<file path="config.mk">
export PLATFORM = sky130hd
export DESIGN_NAME = shift_unit_seq
export DESIGN_NICKNAME = d
export VERILOG_FILES = /design/src/rtl/shift_pkg.sv /design/src/rtl/shift_unit_seq_step.sv /design/src/rtl/shift_unit_seq.sv
export SDC_FILE = /design/constraint.sdc
export NUM_CORES = 1
export LEC_CHECK = 0
export ABC_AREA = 1
export BUFFER_PORTS_ARGS = -buffer_cell sky130_fd_sc_hd__buf_2
export CAP_MARGIN = 20
export CORE_ASPECT_RATIO = 0.6
export CORE_MARGIN = 2
export CORE_UTILIZATION = 50
export DETAILED_ROUTE_END_ITERATION = 10
export PLACE_DENSITY = 0.75
export SLEW_MARGIN = 20
export SYNTH_ARGS = -nofsm -noshare
export SYNTH_HDL_FRONTEND = slang
export SYNTH_SLANG_ARGS = --single-unit
export TNS_END_PERCENT = 30
</file>
<file path="constraint.sdc">
create_clock -name clk -period 2.25 [get_ports clk]
set_input_delay 0.3375 -clock clk [delete_from_list [all_inputs] [get_ports clk]]
set_output_delay 0.3375 -clock clk [all_outputs]
set_load 0.1 [all_outputs]
</file>
<file path="src/rtl/shift_pkg.sv">
// Shared encodings for the multi-cycle shifter: operation codes and FSM states.
package shift_pkg;

  localparam logic [1:0] OP_SLL = 2'b00;
  localparam logic [1:0] OP_SRL = 2'b01;
  localparam logic [1:0] OP_SRA = 2'b10;
  localparam logic [1:0] OP_ROL = 2'b11;

  typedef enum logic [1:0] {
    S_IDLE  = 2'b00,
    S_SHIFT = 2'b01,
    S_DONE  = 2'b10
  } state_t;

endpackage

</file>
<file path="src/rtl/shift_unit_seq_step.sv">
// Combinational shift of a WIDTH-bit value by k (0..STEP) positions for one op.
module shift_step
  import shift_pkg::*;
#(
  parameter  int WIDTH = 32,
  parameter  int STEP  = 1,
  localparam int KW    = $clog2(STEP + 1)
) (
  input  logic [WIDTH-1:0] din,
  input  logic [KW-1:0]    k,
  input  logic [1:0]       op,
  input  logic             sign,
  output logic [WIDTH-1:0] dout
);

  logic [WIDTH-1:0] fill;

  always_comb begin
    // Top k bits set; used to back-fill SRA with the sign latched at accept.
    fill = ~({WIDTH{1'b1}} >> k);
    dout = din;
    case (op)
      OP_SLL:  dout = din << k;
      OP_SRL:  dout = din >> k;
      OP_SRA:  dout = (din >> k) | (sign ? fill : '0);
      OP_ROL:  dout = (din << k) | (din >> (WIDTH - int'(k)));
      default: dout = din;
    endcase
  end

endmodule

</file>
<file path="src/rtl/shift_unit_seq.sv">
// Multi-cycle shifter: accepts one operand, shifts up to STEP bits per cycle,
// returns the registered result over a valid/ready handshake.
module shift_unit_seq
  import shift_pkg::*;
#(
  parameter  int WIDTH = 32,
  parameter  int STEP  = 1,
  localparam int SHW   = $clog2(WIDTH)
) (
  input  logic             clk,
  input  logic             rst_n,
  input  logic             in_valid,
  output logic             in_ready,
  input  logic [1:0]       op,
  input  logic [WIDTH-1:0] data_in,
  input  logic [SHW-1:0]   shamt,
  output logic             out_valid,
  input  logic             out_ready,
  output logic [WIDTH-1:0] data_out,
  output logic             zero
);

  localparam int             CW     = SHW + 1;
  localparam int             KW     = $clog2(STEP + 1);
  localparam logic [CW-1:0]  STEP_C = CW'(STEP);

  state_t           state, nstate;
  logic [WIDTH-1:0] work;
  logic [WIDTH-1:0] step_out;
  logic [CW-1:0]    rem;
  logic [CW-1:0]    k_c;
  logic [KW-1:0]    k;
  logic [1:0]       opr;
  logic             sgn;
  logic             last_step;

  assign k_c       = (rem < STEP_C) ? rem : STEP_C;
  assign k         = k_c[KW-1:0];
  assign last_step = (rem == k_c);

  shift_step #(
    .WIDTH (WIDTH),
    .STEP  (STEP)
  ) u_step (
    .din  (work),
    .k    (k),
    .op   (opr),
    .sign (sgn),
    .dout (step_out)
  );

  always_comb begin
    nstate    = state;
    in_ready  = 1'b0;
    out_valid = 1'b0;
    case (state)
      S_IDLE: begin
        in_ready = rst_n;
        if (in_valid) nstate = (shamt == '0) ? S_DONE : S_SHIFT;
      end
      S_SHIFT: begin
        if (last_step) nstate = S_DONE;
      end
      S_DONE: begin
        out_valid = 1'b1;
        if (out_ready) nstate = S_IDLE;
      end
      default: nstate = S_IDLE;
    endcase
  end

  always_ff @(posedge clk) begin
    if (!rst_n) begin
      state    <= S_IDLE;
      rem      <= '0;
      data_out <= '0;
      zero     <= 1'b1;
    end else begin
      state <= nstate;
      case (state)
        S_IDLE: begin
          if (in_valid) begin
            rem <= {1'b0, shamt};
            if (shamt == '0) begin
              data_out <= data_in;
              zero     <= (data_in == '0);
            end
          end
        end
        S_SHIFT: begin
          rem <= rem - k_c;
          if (last_step) begin
            data_out <= step_out;
            zero     <= (step_out == '0);
          end
        end
        default: ;
      endcase
    end
  end

  // Working operand, op and sign are pure datapath and need no reset.
  always_ff @(posedge clk) begin
    if (state == S_IDLE && in_valid) begin
      work <= data_in;
      opr  <= op;
      sgn  <= data_in[WIDTH-1];
    end else if (state == S_SHIFT) begin
      work <= step_out;
    end
  end

endmodule
</file>
==> metrics.md, run 1 <==
| Metric | Value |
|---|---|
| Outcome | completed |
| Starting DRT DRC Count | 769 |
| Ant diodes | 0 |
| Num CTS Buffers | 9 |
| Buffers on Ports | 77 |
| Dpl cells | 780 |
| Number of global-route vias before repair | 4135 |
| Post-CTS Hold Fix Bufs | 0 |
| Relative slew slack | 67.2% |
| IO Pins | 78 |
| Crit Path Max Fanout | 18 |
| Largest net degree at the start of global routing | 73 |
| First-pass GRT wire length | 21.1 mm |
| Routed WL per cell | 16.7 um |
| DRC errors left | 0 |
| Worst hold path class | input port to register |
| Maximum clock insertion buffer count | 2 |
| CTS H-tree lvls | 3 |
| Worst path required time | 2.54 ns |
| Count of pins over their slew limit | 0 |
| Critical Path Source Type | register |
| Tightest Pin Transition | 0.495 ns |
| Setup ws final | 0.163 ns |
| CTS root buf | clkbuf_16 |
| Syn nets | 659 |
| Clock transition at path regs | 0.06 ns |
| Multi-input logic area | 2140 um^2 |
| Post-synthesis cell type count | 30 |
| Tot GR Track Use | 27.3% |
| Syn avg cell area | 7.22 um^2 |
| Synth Warn # | 0 |
| Via-to-Cell Ratio | 5.85 |
| Die extent in y | 76.9 um |
| Layout Nets | 727 |
| Sequential share of the synthesized area | 42.2% |
| Area of the mapped netlist | 4430 um^2 |
| Core box area | 8560 um^2 |
| Max-Cap Viols | 0 |
| Reg2Reg Setup Slack | 0.16 ns |
| Final non-filler cell total | 799 |
| Crit Reg-Reg Startpoint | opr[1]$_DFFE_PP_ |
| Layout cells sized above 1 | 18.9% |
| Setup TNS | 0 ns |
| Final wirelength | 13.3 mm |
| GPL Wtd Cong | 0.900 |
| CP Class | register to register |
| Clock latency on the worst-skew pair | 0.34 ns |
| Die W | 126 um |
| DRT Pass-1 Iters | 6 |
| Layout area overhead | 19.4% |
| Die ar. | 9650 um^2 |
| # setup viols final | 0 |
| Final hold vios | 0 |
| Arrival time of the worst setup path | 2.37 ns |
| Synth area leader | edfxtp_1 |
| Part of the cycle the worst path needs | 92.7% |
| Crit path capture | zero$_SDFFE_PN1P_ |
| # rows | 26 |
| FMAX | 0.479 GHz |
| Post-route minimum period | 2.09 ns |
| Setup crit start | opr[1]$_DFFE_PP_ |
| Initial antenna violation count | 0 |
| Gr ovfl total | 0 |
| Initial core utilization | 51.8% |
| Flops & latches, synth | 76 |
| Fin Clk Skew | 0.0111 ns |
| CTS tree | built |
| ANT nets after route | 0 |
| Reg-to-reg endpoint | zero$_SDFFE_PN1P_ |
| Cell count after synthesis | 614 |
| Routed vias | 4678 |
| Place WS | 0.0781 ns |
| CTS sink cnt | 76 |
| Post-DP HPWL | 8.96 mm |
| R2R depth | 14 |
| Filler cells | 781 |
| Largest cells by area after synthesis | edfxtp_1, dfxtp_1, nand2_1 |
| Crit path capture type | register |
| Synth top area share | 23.7% |
| Sequential cell area | 1870 um^2 |
==> logic make-up (layout without fill, tap and decap cells) <==
logic type / after synthesis / after routing / share of synthesized area [%]
flip-flops: 76 / 76 / 42.2
buffers and inverters: 93 / 166 / 9.97
AO/OA/AOI/OAI: 135 / 135 / 15.8
AND/OR/NAND/NOR: 308 / 308 / 31.4
adder cells (fa/ha/maj): 2 / 2 / 0.565
==> through the flow <==
stage | hold WS (ns) | utilization (%) | cell area (um^2)
floorplan | 0.436 | - | 4430
global placement | 0.451 | 57.4 | 4910
detailed placement | 0.456 | 57.4 | 4910
CTS | 0.199 | 61.0 | 5220
global route | 0.201 | 61.8 | 5290
finish | 0.206 | 61.8 | 5290
==> repair_timing <==
action                                  in CTS  in global routing
endpoints found under the setup margin       0                 32
setup buffers                                0                  2
gates resized for setup                      0                 13
==> cell type report <==
type                       count  share of cell area [%]
multi-input combinational    445                    40.5
sequential                    76                    35.4
inverter                      53                    3.81
timing repair buffer          97                    11.9
clock buffer                  16                    5.72
tap                          112                    2.65
==> sequential cells by signal, summed over array words and instances (netlist names) <==
register  cells
data_out     32
opr           2
rem           6
sgn           1
state         2
work         32
zero          1
==> Yosys cell counts (all sizes together) <==
cell and n:
nand2 160, buf 25, o21ai 63, ha 2, a31oi 5, clkbuf 15
o211ai 5, clkinv 1, o22ai 1, nor3 2, a22oi 1, nor2 32
nor4 9, edfxtp 35, dfxtp 41, nand3 92, inv 52, nand4 13
a21oi 59, a211oi 1
==> placed cells by master (no fill, tap or decap), types with 9 or more instances in the layout <==
master | synthesis | final
o21ai_0 | 62 | 61
buf_4 | 2 | 14
dfxtp_1 | 41 | 41
inv_1 | 51 | 50
edfxtp_1 | 35 | 35
buf_2 | 13 | 76
nand2_1 | 159 | 158
nor4_1 | 9 | 9
nand3_1 | 85 | 85
nor2_1 | 28 | 24
nand4_1 | 13 | 13
a21oi_1 | 59 | 59
clkbuf_16 | 0 | 11
==> worst max-delay path, stage by stage (launching register included) <==
cell,delay (ns)
edfxtp_1,0.46
nand2_1,0.14
inv_1,0.08
nor2_2,0.10
buf_4,0.25
nand3_1,0.13
nand3_1,0.16
nand2_1,0.07
nor2_1,0.14
nand2_1,0.07
nor2_1,0.14
nand2_1,0.10
nand2_1,0.08
nand2_1,0.06
nand2_1,0.05
==> worst min path at each step <==
stage	startpoint	endpoint	slack, ns	depth (start not counted)
2_1_floorplan	op[0]	opr[0]$_DFFE_PP_	0.44	0
3_3_place_gp	data_out[9]$_SDFFE_PN0P_	data_out[9]$_SDFFE_PN0P_	0.45	2
3_5_place_dp	data_out[28]$_SDFFE_PN0P_	data_out[28]$_SDFFE_PN0P_	0.46	2
4_1_cts	op[1]	opr[1]$_DFFE_PP_	0.20	1
5_1_grt	op[0]	opr[0]$_DFFE_PP_	0.20	1
6_report	op[0]	opr[0]$_DFFE_PP_	0.21	1
==> routing by layer <==
| layer | global-route usage [%] | part of all wire, % |
|---|---|---|
| met4 | 8.00 | 1.5 |
| met1 | 42.5 | 48 |
| met5 | 0 | 0 |
| met3 | 6.00 | 12 |
| met2 | 37.2 | 39 |
Power of run 1 is not shown: default switching activity piles up to over one toggle a cycle in this logic, so the estimate is an artifact.
==> inputs of run 2 (changes only) <==
- CORE_MARGIN: 2 -> 1
==> run 2 against run 1 <==
  * Critical path depth decreased by 3
  * Non-clock buffer count decreased by 2
  * Design area down 1.4%
  * Die area down 4.2%
  * Critical path type unchanged
  * Largest cell class unchanged
==> metrics.md, run 2 (synthesized netlist as in run 1, its figures left out) <==
| Metric | Value |
|---|---|
| CTS H-tree lvls | 3 (unchanged) |
| Gr ovfl total | 0 (unchanged) |
| Post-DP HPWL | 9.06 mm (+1.2%) |
| Setup ws final | 0.152 ns (-0.0110 ns) |
| Maximum clock insertion buffer count | 2 (unchanged) |
| DRC errors left | 0 (unchanged) |
| Post-CTS Setup Bufs | 0 (unchanged) |
| CTS root buf | clkbuf_16 |
| Final wirelength | 12.8 mm (-3.6%) |
| Critical Path Source Type | register |
| Arrival time of the worst setup path | 2.36 ns (about the same) |
| Post-CTS Hold Fix Bufs | 0 (unchanged) |
| Routed WL per cell | 16.1 um (-3.4%) |
| Die extent in y | 74.9 um (-2.6%) |
| GPL Wtd Cong | 0.886 (-1.5%) |
| Initial antenna violation count | 0 (unchanged) |
| Initial core utilization | 51.8% (unchanged) |
| Outcome | completed |
| Layout cells sized above 1 | 18.8% (-0.091 points) |
| CTS tree | built |
| Most frequent cells in the layout | nand2_1, nand3_1, buf_2, o21ai_0, a21oi_1 |
| Tightest Pin Transition | 0.493 ns (-0.00211 ns) |
| Core box area | 8560 um^2 (unchanged) |
| Post-route minimum period | 2.10 ns (+0.0110 ns) |
| Unrepaired setup endpoints after global routing | yes |
| CP Class | register to register |
| Num CTS Buffers | 9 (unchanged) |
| Part of the cycle the worst path needs | 93.2% (+0.49 points) |
| Hold WS | 0.183 ns (-0.0227 ns) |
| IO Pins | 78 (unchanged) |
| Cell area after layout | 5220 um^2 (-1.4%) |
| Die ar. | 9250 um^2 (-4.2%) |
| First-pass GRT wire length | 19.7 mm (-6.4%) |
| Buf+Inv Stages, Crit Path | 1 (-1) |
| Buffers on Ports | 77 (unchanged) |
| Fin Clk Skew | 0.00542 ns (-0.00572 ns) |
| Place WS | 0.155 ns (+0.0772 ns) |
| Count of pins over their slew limit | 0 (unchanged) |
| Clock latency on the worst-skew pair | 0.34 ns (about the same) |
| Starting DRT DRC Count | 838 (+9.0%) |
| Crit Path Max Fanout | 21 (+3) |
| Slowest CP cell | dfxtp_1 |
| Crit path capture type | register |
| Number of global-route vias before repair | 3880 (-6.2%) |
| Setup TNS | 0 ns (unchanged) |
| Placed cell area | 4930 um^2 (+0.41%) |
| # setup viols final | 0 (unchanged) |
| Ant diodes | 0 (unchanged) |
| CP delay by family, top | simple AND/OR/NAND/NOR gates |
| Final hold vios | 0 (unchanged) |
| Max-Cap Viols | 0 (unchanged) |
| Max stage delay on crit path | 0.36 ns (-0.10 ns) |
| Worst path required time | 2.51 ns (-0.03 ns) |
| Commonest non-fill, non-tap cell in the layout | nand2_1 |
| Via-to-Cell Ratio | 5.81 (-0.76%) |
| # rows | 26 (unchanged) |
| FMAX | 0.477 GHz (-0.53%) |
| Post-cts sizing count | 0 (unchanged) |
| CTS sink cnt | 76 (unchanged) |
| Largest regs | data_out x32, work x32, rem x6 |
| Relative slew slack | 67.3% (+0.14 points) |
| Clock transition at path regs | 0.06 ns (about the same) |
| Routed vias | 4631 (-1.0%) |
| Worst hold path class | input port to register |
| DRT Pass-1 Iters | 8 (+2) |
| Largest net degree at the start of global routing | 73 (unchanged) |
| Layout area overhead | 17.7% |
| Die W | 124 um (-1.6%) |
| Cell chain of the critical path | nor2_4 > nand3_2 > nand2_1 > ha_1 > nand3_1 > a22oi_2 > nand2_1 > buf_4 > a21oi_1 > o21ai_0 > a21oi_1 |
| ANT nets after route | 0 (unchanged) |
| Tot GR Track Use | 28.6% (+1.3 points) |
| Layout Nets | 725 (-0.28%) |
-- run 2: final timing paths --
| check | to | slack, ns | depth (start not counted) | from |
|---|---|---|---|---|
| min reg2reg | data_out[13]$_SDFFE_PN0P_ | 0.46 | 2 | data_out[13]$_SDFFE_PN0P_ |
| max reg2reg | data_out[9]$_SDFFE_PN0P_ | 0.15 | 11 | rem[2]$_SDFFE_PN0P_ |
| max | data_out[9]$_SDFFE_PN0P_ | 0.15 | 11 | rem[2]$_SDFFE_PN0P_ |
| min | opr[0]$_DFFE_PP_ | 0.18 | 1 | op[0] |
-- run 2: metal layers --
layer	GRT usage [%]	share of wire, %
met1	43.4	46
met2	38.9	39
met3	8.26	14
met4	7.90	1.2
met5	0	0
-- run 2: cell type report --
class	instances	area [um^2]
inverter	53	199
tap	112	140
sequential	76	1870
clock inverter	6	35.0
timing repair buffer	95	589
fill	788	3340
clock buffer	10	239
multi-input combinational	445	2140
-- run 2: stage by stage --
step | util, % | cells
3_3_place_gp | 57.7 | 781
6_report | 61.0 | 797
4_1_cts | 60.9 | 797
3_5_place_dp | 57.7 | 781
5_1_grt | 61.0 | 797
2_1_floorplan | - | 614
Power of run 2 is left out for the same reason.
